File: config.mk
export PLATFORM = sky130hd
export DESIGN_NAME = sd_spi_responder
export DESIGN_NICKNAME = d
export VERILOG_FILES = /design/src/rtl/sd_spi_pkg.sv /design/src/rtl/spi_sync.sv /design/src/rtl/sd_spi_responder.sv
export SDC_FILE = /design/constraint.sdc
export NUM_CORES = 1
export LEC_CHECK = 0
export BUFFER_PORTS_ARGS = -buffer_cell sky130_fd_sc_hd__buf_2
export CAP_MARGIN = 0
export CELL_PAD_IN_SITES_DETAIL_PLACEMENT = 1
export CELL_PAD_IN_SITES_GLOBAL_PLACEMENT = 2
export CORE_MARGIN = 5
export CORE_UTILIZATION = 35
export CTS_CLUSTER_SIZE = 16
export DETAILED_ROUTE_END_ITERATION = 10
export PLACE_DENSITY_LB_ADDON = 0.1
export REMOVE_ABC_BUFFERS = 1
export SLEW_MARGIN = 20
export SYNTH_ARGS = -nofsm -noshare
export SYNTH_HDL_FRONTEND = slang
export SYNTH_SLANG_ARGS = --single-unit
File: constraint.sdc
create_clock -name CLK -period 5.7 [get_ports CLK]
set_input_delay 1.14 -clock CLK [delete_from_list [all_inputs] [get_ports CLK]]
set_output_delay 1.14 -clock CLK [all_outputs]
set_load 0.02 [all_outputs]
File: src/rtl/sd_spi_pkg.sv
// sd_spi_pkg: shared definitions for the SPI responder.
//   sd_spi_state_e            - responder FSM state encoding
//   SD_SPI_IDLE_BYTE_DEFAULT  - byte shifted out when nothing is queued
package sd_spi_pkg;

  typedef enum logic [1:0] {
    ST_IDLE  = 2'd0,
    ST_LOAD  = 2'd1,
    ST_SHIFT = 2'd2
  } sd_spi_state_e;

  localparam logic [7:0] SD_SPI_IDLE_BYTE_DEFAULT = 8'hFF;

endpackage

File: src/rtl/spi_sync.sv
// spi_sync: multi-stage flip-flop synchroniser for one asynchronous bit.
// Ports:
//   clk  - destination clock
//   rst  - asynchronous active-high reset, forces every stage to 1
//   d    - asynchronous input
//   q    - synchronised output (SYNC_STAGES clk cycles of latency)
module spi_sync #(
  parameter int SYNC_STAGES = 2
) (
  input  logic clk,
  input  logic rst,
  input  logic d,
  output logic q
);

  logic [SYNC_STAGES-1:0] ff;

  always_ff @(posedge clk or posedge rst) begin
    if (rst) begin
      ff <= '1;
    end else begin
      ff[0] <= d;
      for (int i = 1; i < SYNC_STAGES; i++) begin
        ff[i] <= ff[i-1];
      end
    end
  end

  assign q = ff[SYNC_STAGES-1];

endmodule

File: src/rtl/sd_spi_responder.sv
// sd_spi_responder: SPI mode-3 target (responder) clocked entirely by CLK.
// The SPI pins are oversampled through synchronisers; SPI_CLK edges are
// found by comparing the synchronised value with its one-cycle-old copy.
// Ports:
//   CLK, Reset          - system clock, asynchronous active-high reset
//   SPI_CLK/MOSI/CS     - initiator pins (CS active low, SPI_CLK idles high)
//   SPI_MISO            - serial data back to the initiator, MSB first
//   TxData/TxLoad/TxReady - transmit holding register handshake
//   RxData/RxValid      - last received byte, one-CLK pulse on update
//   TxUnderrun          - one-CLK pulse: a byte started with nothing queued
//   Busy                - a transfer is in progress
//   dbg_state           - current FSM state (sd_spi_state_e encoding)
//
// Transmit handshake: TxLoad is a valid and TxReady is a ready. A byte is
// transferred on a rising CLK edge where TxLoad and TxReady are both 1;
// TxLoad while TxReady is 0 has no effect. TxReady is 1 exactly when the
// holding register is empty.
module sd_spi_responder
  import sd_spi_pkg::*;
#(
  parameter int         SYNC_STAGES = 2,
  parameter logic [7:0] IDLE_BYTE   = SD_SPI_IDLE_BYTE_DEFAULT
) (
  input  logic       CLK,
  input  logic       Reset,
  input  logic       SPI_CLK,
  input  logic       SPI_MOSI,
  input  logic       SPI_CS,
  output logic       SPI_MISO,
  input  logic [7:0] TxData,
  input  logic       TxLoad,
  output logic       TxReady,
  output logic [7:0] RxData,
  output logic       RxValid,
  output logic       TxUnderrun,
  output logic       Busy,
  output logic [1:0] dbg_state
);

  localparam int         SETTLE_CYCLES = SYNC_STAGES + 1;
  localparam logic [7:0] SETTLE_LAST   = 8'(SETTLE_CYCLES);

  // Synchronised pins and edge detection
  logic sclk_s, mosi_s, cs_s;
  logic sclk_d, cs_d;
  logic sclk_rise, sclk_fall, cs_fall;

  spi_sync #(.SYNC_STAGES(SYNC_STAGES)) u_sync_sclk (
    .clk(CLK), .rst(Reset), .d(SPI_CLK), .q(sclk_s)
  );
  spi_sync #(.SYNC_STAGES(SYNC_STAGES)) u_sync_mosi (
    .clk(CLK), .rst(Reset), .d(SPI_MOSI), .q(mosi_s)
  );
  spi_sync #(.SYNC_STAGES(SYNC_STAGES)) u_sync_cs (
    .clk(CLK), .rst(Reset), .d(SPI_CS), .q(cs_s)
  );

  always_ff @(posedge CLK or posedge Reset) begin
    if (Reset) begin
      sclk_d <= 1'b1;
      cs_d   <= 1'b1;
    end else begin
      sclk_d <= sclk_s;
      cs_d   <= cs_s;
    end
  end

  assign sclk_rise = sclk_s & ~sclk_d;
  assign sclk_fall = ~sclk_s & sclk_d;
  assign cs_fall   = ~cs_s & cs_d;

  // The synchronisers come out of reset holding 1 regardless of the pin, so
  // a CS that was already low during reset would look like a fresh fall once
  // the pipeline flushes. CS falls are only honoured after the pipeline has
  // flushed and CS has been seen high.
  logic [7:0] settle_q;
  logic       settled;
  logic       cs_armed_q;

  assign settled = (settle_q == SETTLE_LAST);

  always_ff @(posedge CLK or posedge Reset) begin
    if (Reset) begin
      settle_q   <= 8'd0;
      cs_armed_q <= 1'b0;
    end else begin
      if (!settled) settle_q <= settle_q + 8'd1;
      if (settled && cs_s) cs_armed_q <= 1'b1;
    end
  end

  // FSM
  sd_spi_state_e state_q, state_d;
  logic [2:0]    bit_cnt_q;
  logic          wrapped_q;     // 8 bits done; next SPI_CLK fall starts a new byte
  logic          do_clear, do_reload, do_shift, do_next_bit;

  always_ff @(posedge CLK or posedge Reset) begin
    if (Reset) state_q <= ST_IDLE;
    else       state_q <= state_d;
  end

  always_comb begin
    state_d     = state_q;
    do_clear    = 1'b0;
    do_reload   = 1'b0;
    do_shift    = 1'b0;
    do_next_bit = 1'b0;
    unique case (state_q)
      ST_IDLE: begin
        do_clear = 1'b1;
        if (cs_fall && cs_armed_q) state_d = ST_LOAD;
      end
      ST_LOAD: begin
        do_reload = 1'b1;
        state_d   = ST_SHIFT;
      end
      ST_SHIFT: begin
        if (cs_s) begin
          // CS released: abandon whatever byte is in flight
          do_clear = 1'b1;
          state_d  = ST_IDLE;
        end else if (sclk_rise) begin
          do_shift = 1'b1;
        end else if (sclk_fall) begin
          if (bit_cnt_q != 3'd0) do_next_bit = 1'b1;
          // With the counter at 0 the very first fall of a transfer only
          // confirms the bit 7 already placed by LOAD; a fall after a
          // completed byte starts the next one.
          else if (wrapped_q)    do_reload   = 1'b1;
        end
      end
      default: begin
        do_clear = 1'b1;
        state_d  = ST_IDLE;
      end
    endcase
  end

  // Choose the byte for a reload: holding register first, then a TxLoad
  // arriving in the same cycle (bypass), otherwise the idle filler.
  logic [7:0] reload_byte;
  logic       reload_from_hold, reload_bypass;

  logic [7:0] shreg_q;
  logic [7:0] hold_q;
  logic       hold_full_q;

  always_comb begin
    reload_byte      = IDLE_BYTE;
    reload_from_hold = 1'b0;
    reload_bypass    = 1'b0;
    if (hold_full_q) begin
      reload_byte      = hold_q;
      reload_from_hold = 1'b1;
    end else if (TxLoad) begin
      reload_byte   = TxData;
      reload_bypass = 1'b1;
    end
  end

  // Datapath
  always_ff @(posedge CLK or posedge Reset) begin
    if (Reset) begin
      SPI_MISO    <= 1'b1;
      bit_cnt_q   <= 3'd0;
      wrapped_q   <= 1'b0;
      shreg_q     <= 8'h00;
      RxData      <= 8'h00;
      RxValid     <= 1'b0;
      TxUnderrun  <= 1'b0;
    end else begin
      RxValid    <= 1'b0;
      TxUnderrun <= 1'b0;
      if (do_clear) begin
        SPI_MISO  <= 1'b1;
        bit_cnt_q <= 3'd0;
        wrapped_q <= 1'b0;
      end
      if (do_reload) begin
        shreg_q   <= reload_byte;
        SPI_MISO  <= reload_byte[7];
        wrapped_q <= 1'b0;
        if (!reload_from_hold && !reload_bypass) TxUnderrun <= 1'b1;
      end
      if (do_shift) begin
        // One register serves both directions: the bit leaving the top has
        // already been driven, the synchronised MOSI enters the bottom.
        shreg_q   <= {shreg_q[6:0], mosi_s};
        bit_cnt_q <= bit_cnt_q + 3'd1;
        if (bit_cnt_q == 3'd7) begin
          RxData    <= {shreg_q[6:0], mosi_s};
          RxValid   <= 1'b1;
          wrapped_q <= 1'b1;
        end
      end
      if (do_next_bit) SPI_MISO <= shreg_q[7];
    end
  end

  // Transmit holding register
  always_ff @(posedge CLK or posedge Reset) begin
    if (Reset) begin
      hold_q      <= 8'h00;
      hold_full_q <= 1'b0;
    end else if (do_reload && reload_from_hold) begin
      hold_full_q <= 1'b0;
    end else if (TxLoad && !hold_full_q && !(do_reload && reload_bypass)) begin
      hold_q      <= TxData;
      hold_full_q <= 1'b1;
    end
  end

  assign TxReady   = ~hold_full_q;
  assign Busy      = (state_q != ST_IDLE);
  assign dbg_state = state_q;

endmodule

==> results of run 1 <==
per-stage QoR:
stage | instance area [um^2] | power [mW] | setup slack, ns | hold slack, ns
floorplan | 2210 | 0.685 | 3.18 | 0.345
global placement | 2450 | 0.754 | 3.48 | 0.347
detailed placement | 2450 | 0.772 | 3.37 | 0.347
CTS | 2540 | 0.994 | 3.27 | 0.361
global route | 2540 | 1.05 | 3.20 | 0.369
finish | 2540 | 0.970 | 3.30 | 0.359
metal layers:
layer	routed length (um)	track usage, %
met1	2070	15.2
met2	2160	19.3
met3	188	3.67
met4	56	4.09
met5	0	0
synth_stat cells, drive strengths merged:
cell type / instances
a21o: 1
and2: 1
xnor2: 6
mux2: 18
and3b: 1
o31ai: 1
or2: 1
o21ai: 10
ha: 8
dfstp: 9
nand3: 2
clkbuf: 2
nand3b: 2
nor4: 1
o22a: 4
nand4: 1
o21bai: 1
inv: 9
mux2i: 9
nand2b: 1
nand2: 11
nand4bb: 1
nor2: 15
buf: 4
xor2: 1
or4b: 1
a21oi: 10
nand4b: 1
dfrtp: 42
nor2b: 6
a22o: 2
worst paths after layout:
path                       depth (start not counted)                        start                           to
min in group asynchronous                          2                        Reset        RxData[0]$_DFFE_PP0P_
min                                                0  u_sync_sclk.ff[0]$_DFF_PP1_  u_sync_sclk.ff[1]$_DFF_PP1_
max reg2reg                                        7     dbg_state[0]$_DFFE_PP0P_        hold_q[4]$_DFFE_PP0P_
max in group asynchronous                          2                        Reset      hold_full_q$_DFFE_PP0P_
max                                                4     dbg_state[0]$_DFFE_PP0P_                         Busy
min reg2reg                                        0  u_sync_sclk.ff[0]$_DFF_PP1_  u_sync_sclk.ff[1]$_DFF_PP1_
cell type report:
cell class              instances  area (um^2)
clock buffers                   7         86.3
clock inverters                 1         5.00
fillers                       698         3730
inverters                       9         35.0
multi-input cells             116          886
flip-flops and latches         51         1290
well taps                      77         96.3
repair buffers                 29          148
flip-flops by register name, summed over array words and instances, names as in the netlist, 3 cells and up:
register / cells
RxData: 8
hold_q: 8
settle_q: 8
shreg_q: 8
bit_cnt_q: 3
power by group:
part           internal [mW]  switching, mW
Sequential             0.438         0.0538
Combinational          0.125          0.139
Clock                 0.0982          0.116
placed cells by master (no fill, tap or decap), drive strengths merged, types with 2 or more instances in the layout:
| master | synthesis | final |
|---|---|---|
| o22a | 4 | 4 |
| dfrtp | 42 | 42 |
| buf | 4 | 29 |
| a22o | 2 | 2 |
| inv | 9 | 8 |
| nand3b | 2 | 2 |
| clkbuf | 2 | 7 |
| nor2b | 6 | 6 |
| o21ai | 10 | 10 |
| mux2 | 18 | 18 |
| nand3 | 2 | 2 |
| nand2 | 11 | 11 |
| clkinv | 0 | 2 |
| a21oi | 10 | 10 |
| xnor2 | 6 | 6 |
| nor2 | 15 | 15 |
| mux2i | 9 | 9 |
| ha | 8 | 8 |
| dfstp | 9 | 9 |
cell families after synthesis:
group,Yosys count
xor+xnor,7
buf+inv,15
flops,51
mux,27
compound gates,29
simple gates,45
fa+ha+maj,8
==> results.yml, run 1 <==
route:
  routed_via_density: 4.86
  vias: 1409
  postRouteAntennaNets: 0
  drtPass1Iterations: 4
  drt-initial-drc-count: 26
  routedWlPerCell_um: 15.5
  drc_errors: 0
  finalWirelength_um: 4480
floorplanning:
  die_y_um: 90.0
  die_x_um: 90.0
  boundaryPins: 29
  rows: 29
  start_util_pct: 35.7
  core_mm2: 0.00628
  die_area_mm2: 0.00810
sta:
  slew_headroom_pct: 41.2
  finalMaxSlewViolations: 0
  skew_ns: 0.00761
  fin_crit_ns: 2.40
  fin_tns_setup_ns: 0
  report.final.setup_viol: 0
  hold_viol: 0
  fmax_mhz: 417
  rsz0062_at_grt: "false"
  period_share_pct: 42.1
  tightest_slew_ns: 0.882
clock_network:
  cts_setup_buffers: 0
  ctsResizeCount: 0
  path_clk_slew_ns: 0.09
  hold_buffers: 0
  clk_latency_ns: 0.30
  cts_made_buffers: 5
  cts_num_sinks: 51
  clockBufferDepth: 2
  cts-htree-levels: 2
  cts-root-buf: "clkbuf_8"
  cts_tree: "done"
setup_path:
  worst_path_largest_cell_delay_ns: 0.42
  cp.required_ns: 4.56
  cp-end-kind: "output pin"
  critPathLaunchType: "flop"
  cp_top_family: "flip-flops"
  crit_slowest_cell: "dfrtp_1"
  crit_arrival_ns: 1.26
  critical-path-top-cell-by-count: "inv_1"
  reg2reg_slack_ns: 3.52
  crit_fanout: 5
  path_cells: "inv_1, ha_1, inv_1, buf_2"
  worstSetupPathType: "flop to output pin"
  cp_num_buf_inv: 3
placement:
  io_buffers: 28
  routabilityCongestion: 0.723
  dp_cells: 282
  hpwl_um: 3270
grt:
  grt_pass1_wl_um: 7860
  grt_start_max_net_pins: 52
  first_global_vias: 1612
  grt_overflow: 0
  grt_antenna_before_repair: 0
  grt_use_total_pct: 12.0
job:
  max_cap_violations: 0
synthesis:
  synth.area.mux_share_pct: 13.2
  yosysTopAreaCell: "dfrtp_1"
  yosysWarnings: 0
  synthAdderAreaFrac_pct: 4.47
  synth_top_family_by_area: "multiplexers"
  synth_area_leaders: "dfrtp_1, dfstp_2, mux2_2, ha_1, mux2i_1"
  synthCells: 182
  synth_top_cell_area_share_pct: 46.9
  synth-xor-area-share_pct: 2.74
  synth_compound_area_share_pct: 7.88
  avgSynthCellArea_um2: 12.3
  ys_seq_area_share_pct: 57.5
  synth-simple-area-share_pct: 11.2
  synth-seq-cells: 51
  netlist_area_mm2: 0.00224
  ys_types: 35
final_layout:
  layout-drive-gt1-share_pct: 31.9
  fin_cells: 290
  diodes: 0
  fin_nets: 234
  fin_util_pct: 40.5
  syn2layout_area_growth_pct: 13.6
power_and_ir_drop:
  peakVddDrop_uv: 169
  powerDensity_mw_per_mm2: 381
  p_leak_nw: 1.20
worst_hold_path:
  worstHoldPathType: "flop to flop"
outcome:
  outcome: "complete, no violations"
No activity file was read; power rests on OpenSTA's default activity.
==> run 2, diff against run 1 <==
==> constraint.sdc (replaced) <==
create_clock -name CLK -period 2.3 [get_ports CLK]
set_input_delay 0.46 -clock CLK [delete_from_list [all_inputs] [get_ports CLK]]
set_output_delay 0.46 -clock CLK [all_outputs]
set_load 0.02 [all_outputs]
==> results.yml, run 2 (synthesized netlist as in run 1, its figures left out) <==
outcome:
  outcome: "complete, no violations"
power_and_ir_drop:
  peakVddDrop_uv: 388
  powerDensity_mw_per_mm2: 927
  p_leak_nw: 1.22
final_layout:
  diodes: 0
  syn2layout_area_growth_pct: 14.9
  layout-drive-gt1-share_pct: 33.9
  nFillCells: 699
  layout_commonest_cell: "dfrtp_1"
  seq_area_mm2: 0.00129
  final_cell_mix: "dfrtp_1, buf_2, mux2_2"
  multi_input_area_um2: 886
  fin_cells: 295
  fin_nets: 239
route:
  drtPass1Iterations: 2
  wl_met3_um: 158
  top_layer: "met4"
  finalWirelength_um: 4620
  wl_met1_um: 2170
  drt-initial-drc-count: 35
  postRouteAntennaNets: 0
  vias: 1429
  met2_length_um: 2210
  drc_errors: 0
  routedWlPerCell_um: 15.6
  routed_via_density: 4.84
setup_path:
  crit_arrival_ns: 2.15
  crit_slowest_cell: "dfrtp_1"
  critPathLaunchType: "flop"
  worst_path_largest_cell_delay_ns: 0.44
  path_cells: "inv_1, ha_1, nand4bb_1, o21ai_1, or2_1, mux2_2"
  crit_fanout: 8
  cp-end-kind: "flop"
  worstSetupPathType: "flop to flop"
  cp.required_ns: 2.49
sta:
  report.final.setup_viol: 0
  fin_crit_ns: 1.96
  skew_ns: 0.00884
  fin_ws_ns: 0.339
  period_share_pct: 85.3
  fmax_mhz: 510
  rsz0062_at_grt: "false"
  finalMaxSlewViolations: 0
  hold_viol: 0
  slew_headroom_pct: 62.6
  tightest_slew_ns: 0.560
grt:
  grt_start_max_net_pins: 26
  first_global_vias: 1646
  grt_antenna_before_repair: 0
  grt_use_total_pct: 12.4
  grt_pass1_wl_um: 8110
  grt_overflow: 0
clock_network:
  clk_latency_ns: 0.30
  cts_setup_buffers: 0
  cts_made_buffers: 5
  ctsResizeCount: 0
  cts_num_sinks: 51
  cts_tree: "done"
  cts-root-buf: "clkbuf_8"
  cts-htree-levels: 2
  clockBufferDepth: 2
  path_clk_slew_ns: 0.09
  hold_buffers: 0
floorplanning:
  start_util_pct: 35.7
  core_mm2: 0.00628
  die_y_um: 90.0
  boundaryPins: 29
  die_area_mm2: 0.00810
  rows: 29
  die_x_um: 90.0
job:
  max_cap_violations: 0
placement:
  io_buffers: 28
  hpwl_um: 3470
  dp_cells: 285
  routabilityCongestion: 0.852
  post-place-ws_ns: 0.276
worst_hold_path:
  worstHoldPathType: "input port to async pin"
run 2: worst paths after layout:
path                                            from                   endpoint  slack [ns]  cells after the start
min                                            Reset     shreg_q[0]$_DFFE_PP0P_        0.20                      2
max                         dbg_state[0]$_DFFE_PP0P_      hold_q[5]$_DFFE_PP0P_        0.34                      6
max reg2reg                 dbg_state[0]$_DFFE_PP0P_      hold_q[5]$_DFFE_PP0P_        0.34                      6
min reg2reg                u_sync_cs.ff[0]$_DFF_PP1_  u_sync_cs.ff[1]$_DFF_PP1_        0.36                      0
max in group asynchronous                      Reset             cs_d$_DFF_PP1_        1.43                      3
min in group CLK                              SPI_CS  u_sync_cs.ff[0]$_DFF_PP1_        0.25                      1
run 2: through the flow:
stage	power, mW	setup TNS [ns]	hold WS (ns)	cell area (um^2)	utilization, %
after CTS	2.44	0	0.211	2560	40.7
final	2.39	0	0.201	2570	41.0
after global placement	1.88	0	0.346	2470	39.4
after global routing	2.59	0	0.235	2570	41.0
after floorplan	1.70	-1.75	0.345	2210	-
after detailed placement	1.92	0	0.351	2470	39.4
run 2: metal layers:
metal,vias to the layer above,GRT usage (%)
met5,-,0
met3,7,2.75
met4,0,4.09
met2,21,19.8
li1,690,-
met1,711,16.6
run 2: final cells by class:
class	count	area share (%)
flip-flops and latches	51	50.0
repair buffers	34	7.20
clock inverters	3	0.584
clock buffers	5	2.68
inverters	9	1.31
multi-input cells	116	34.4
well taps	77	3.75
run 2: worst max-delay path, delay by kind of cell (launching register included):
kind            cells  cell delay, ns
flops               1            0.44
simple gates        2            0.49
compound gates      1            0.20
fa+ha+maj           1            0.22
mux                 1            0.38
buf+inv             1            0.10
run 2: power breakdown:
group / leakage, nW / switching (mW) / total, mW / internal [mW]
combinational: 0.554 / 0.348 / 0.666 / 0.318
clock: 0.0477 / 0.291 / 0.500 / 0.209
sequential: 0.622 / 0.134 / 1.22 / 1.09
total: 1.22 / 0.773 / 2.39 / 1.61
==> run 3, diff against run 2 <==
--- a/config.mk
+++ b/config.mk
@@ -13,9 +13,10 @@
 export CORE_UTILIZATION = 35
 export CTS_CLUSTER_SIZE = 16
 export DETAILED_ROUTE_END_ITERATION = 10
-export PLACE_DENSITY_LB_ADDON = 0.1
+export PLACE_DENSITY = 0.71
 export REMOVE_ABC_BUFFERS = 1
 export SLEW_MARGIN = 20
 export SYNTH_ARGS = -nofsm -noshare
 export SYNTH_HDL_FRONTEND = slang
+export SYNTH_HIERARCHICAL = 1
 export SYNTH_SLANG_ARGS = --single-unit
==> results.yml, run 3 <==
final_layout:
  syn2layout_area_growth_pct: 16.5
  layout_commonest_cell: "dfrtp_1"
  multi_input_area_um2: 860
  seq_area_mm2: 0.00129
  nFillCells: 693
  diodes: 0
  final_cell_mix: "dfrtp_1, buf_2, a21oi_1, mux2_2"
  fin_nets: 238
  fin_util_pct: 41.3
  layout-drive-gt1-share_pct: 34.3
synthesis:
  synth_area_leaders: "dfrtp_1, dfstp_2, mux2_2, ha_1, a21oi_1"
  yosysTopAreaCell: "dfrtp_1"
  ys_types: 36
  synth_compound_area_share_pct: 10.2
  synth-xor-area-share_pct: 2.77
  synthAdderAreaFrac_pct: 5.09
  synth.area.mux_share_pct: 9.34
  ys.flop_type: "dfrtp_1"
  netlist_area_mm2: 0.00221
  avgSynthCellArea_um2: 12.3
  synth_common_cells: "dfrtp_1, a21oi_1, mux2_2"
  synth-simple-area-share_pct: 11.4
  synth-edff-count: 0
  ys_seq_area_share_pct: 58.2
  async_reset_ff_share_pct: 100
  synthCells: 180
  synth_top_family_by_area: "simple AND/OR/NAND/NOR gates"
  yosysWarnings: 6
  synth-seq-cells: 51
  synth_top_cell_area_share_pct: 47.5
  synth_most_common_cell: "dfrtp_1"
sta:
  skew_ns: 0.00467
  hold_viol: 0
  slew_headroom_pct: 61.6
  fin_tns_setup_ns: 0
  fin_crit_ns: 2.08
  period_share_pct: 90.2
  finalMaxSlewViolations: 0
  rsz0062_at_grt: "false"
  fmax_mhz: 482
  report.final.setup_viol: 0
  tightest_slew_ns: 0.576
placement:
  io_buffers: 28
  hpwl_um: 3870
  routabilityCongestion: 0.828
worst_hold_path:
  worstHoldPathType: "input port to async pin"
grt:
  first_global_vias: 1657
  grt_pass1_wl_um: 8500
  grt_overflow: 0
  grt_start_max_net_pins: 46
  grt_use_total_pct: 14.2
  grt_antenna_before_repair: 0
setup_path:
  cp_top_family: "simple AND/OR/NAND/NOR gates"
  cp.required_ns: 2.49
  reg2reg_depth: 6
  worst_path_largest_cell_delay_ns: 0.43
  crit_arrival_ns: 2.27
  cp.depth: 6
  cp-end-kind: "flop"
  cp_num_buf_inv: 1
  worstSetupPathType: "flop to flop"
  path_cells: "inv_1, ha_1, nor2b_1, and3b_2, nand2_2, mux2_2"
  crit_fanout: 10
  crit_slowest_cell: "dfrtp_1"
  critPathLaunchType: "flop"
clock_network:
  cts_num_sinks: 51
  cts-htree-levels: 2
  cts_setup_buffers: 0
  clk_latency_ns: 0.30
  cts-root-buf: "clkbuf_8"
  clockBufferDepth: 2
  cts_tree: "done"
  path_clk_slew_ns: 0.09
  cts_made_buffers: 5
  hold_buffers: 0
route:
  postRouteAntennaNets: 0
  drt-initial-drc-count: 62
  drc_errors: 0
  routed_via_density: 5.00
  drtPass1Iterations: 4
  finalWirelength_um: 5110
  routedWlPerCell_um: 17.4
  vias: 1465
floorplanning:
  die_y_um: 89.5
  boundaryPins: 29
  core_mm2: 0.00624
  start_util_pct: 35.4
  rows: 29
  die_area_mm2: 0.00801
  die_x_um: 89.5
power_and_ir_drop:
  p_leak_nw: 1.22
  powerDensity_mw_per_mm2: 1020
  peakVddDrop_uv: 395
job:
  max_cap_violations: 0
outcome:
  outcome: "complete, no violations"
==> run 3: cell types whose count changed after synthesis, sizes merged, moves of 3 or more <==
cell / delta
nand3b: +3
o211ai: +4
buf: -3
o221ai: +4
mux2i: -9
o22a: -3
nor2b: -5
nand3: +3
o21ai: -7
a21oi: +7
inv: +5
==> run 3: cells by family after synthesis <==
| group | after synthesis |
|---|---|
| AOI/OAI and AO/OA | 35 |
| muxes | 18 |
| and+or+nand+nor | 43 |
| buffers and inverters | 17 |
| xor gates and xnor gates | 7 |
| adders and majority gates | 9 |
| DFF | 51 |
==> run 3: area by class of cell <==
class,count,share of cell area [%]
sequential,51,50.0
inverter,14,2.04
clock inverter,2,1.36
tap,77,3.74
clock buffer,6,3.21
multi-input combinational,112,33.4
timing repair buffer,31,6.31
==> run 3: per-stage QoR <==
stage	worst slack [ns]	instance area, um^2	std cells	power (mW)	hold WS, ns
2_1_floorplan	0.314	2200	177	1.73	0.345
3_3_place_gp	0.347	2460	285	1.94	0.346
3_5_place_dp	0.140	2460	285	2.00	0.347
4_1_cts	0.125	2570	293	2.67	0.193
5_1_grt	0.108	2580	293	2.80	0.197
6_report	0.225	2580	293	2.63	0.197
==> run 3: power by group <==
| part | total (mW) | switching, mW | leakage (nW) | internal [mW] |
|---|---|---|---|---|
| registers | 1.23 | 0.128 | 0.627 | 1.10 |
| clock network | 0.652 | 0.299 | 0.0612 | 0.352 |
| logic | 0.750 | 0.448 | 0.529 | 0.302 |
| total | 2.63 | 0.875 | 1.22 | 1.75 |
==> run 3: per-layer routing <==
layer	wire, um	GRT usage, %	up-vias
met4	104	4.87	0
met5	0	0	-
met3	178	3.41	11
li1	-	-	699
met2	2690	24.8	26
met1	2140	17.1	729
==> run 3: worst paths after layout <==
path / startpoint / end / slack [ns]
max in group asynchronous: Reset / RxData[2]$_DFFE_PP0P_ / 1.59
min in group CLK: SPI_MOSI / u_sync_mosi/ff[0]$_DFF_PP1_ / 0.24
worst min-delay path: Reset / u_sync_mosi/ff[1]$_DFF_PP1_ / 0.20
worst max register to register: dbg_state[0]$_DFFE_PP0P_ / RxData[6]$_DFFE_PP0P_ / 0.22
worst max-delay path: dbg_state[0]$_DFFE_PP0P_ / RxData[6]$_DFFE_PP0P_ / 0.22
worst min register to register: u_sync_sclk/ff[0]$_DFF_PP1_ / u_sync_sclk/ff[1]$_DFF_PP1_ / 0.36
==> run 3: timing repair <==
action / in CTS / in global routing
endpoints found under the setup margin: 0 / 2
endpoints found under the hold margin: 0 / 0
resized for setup: 0 / 1
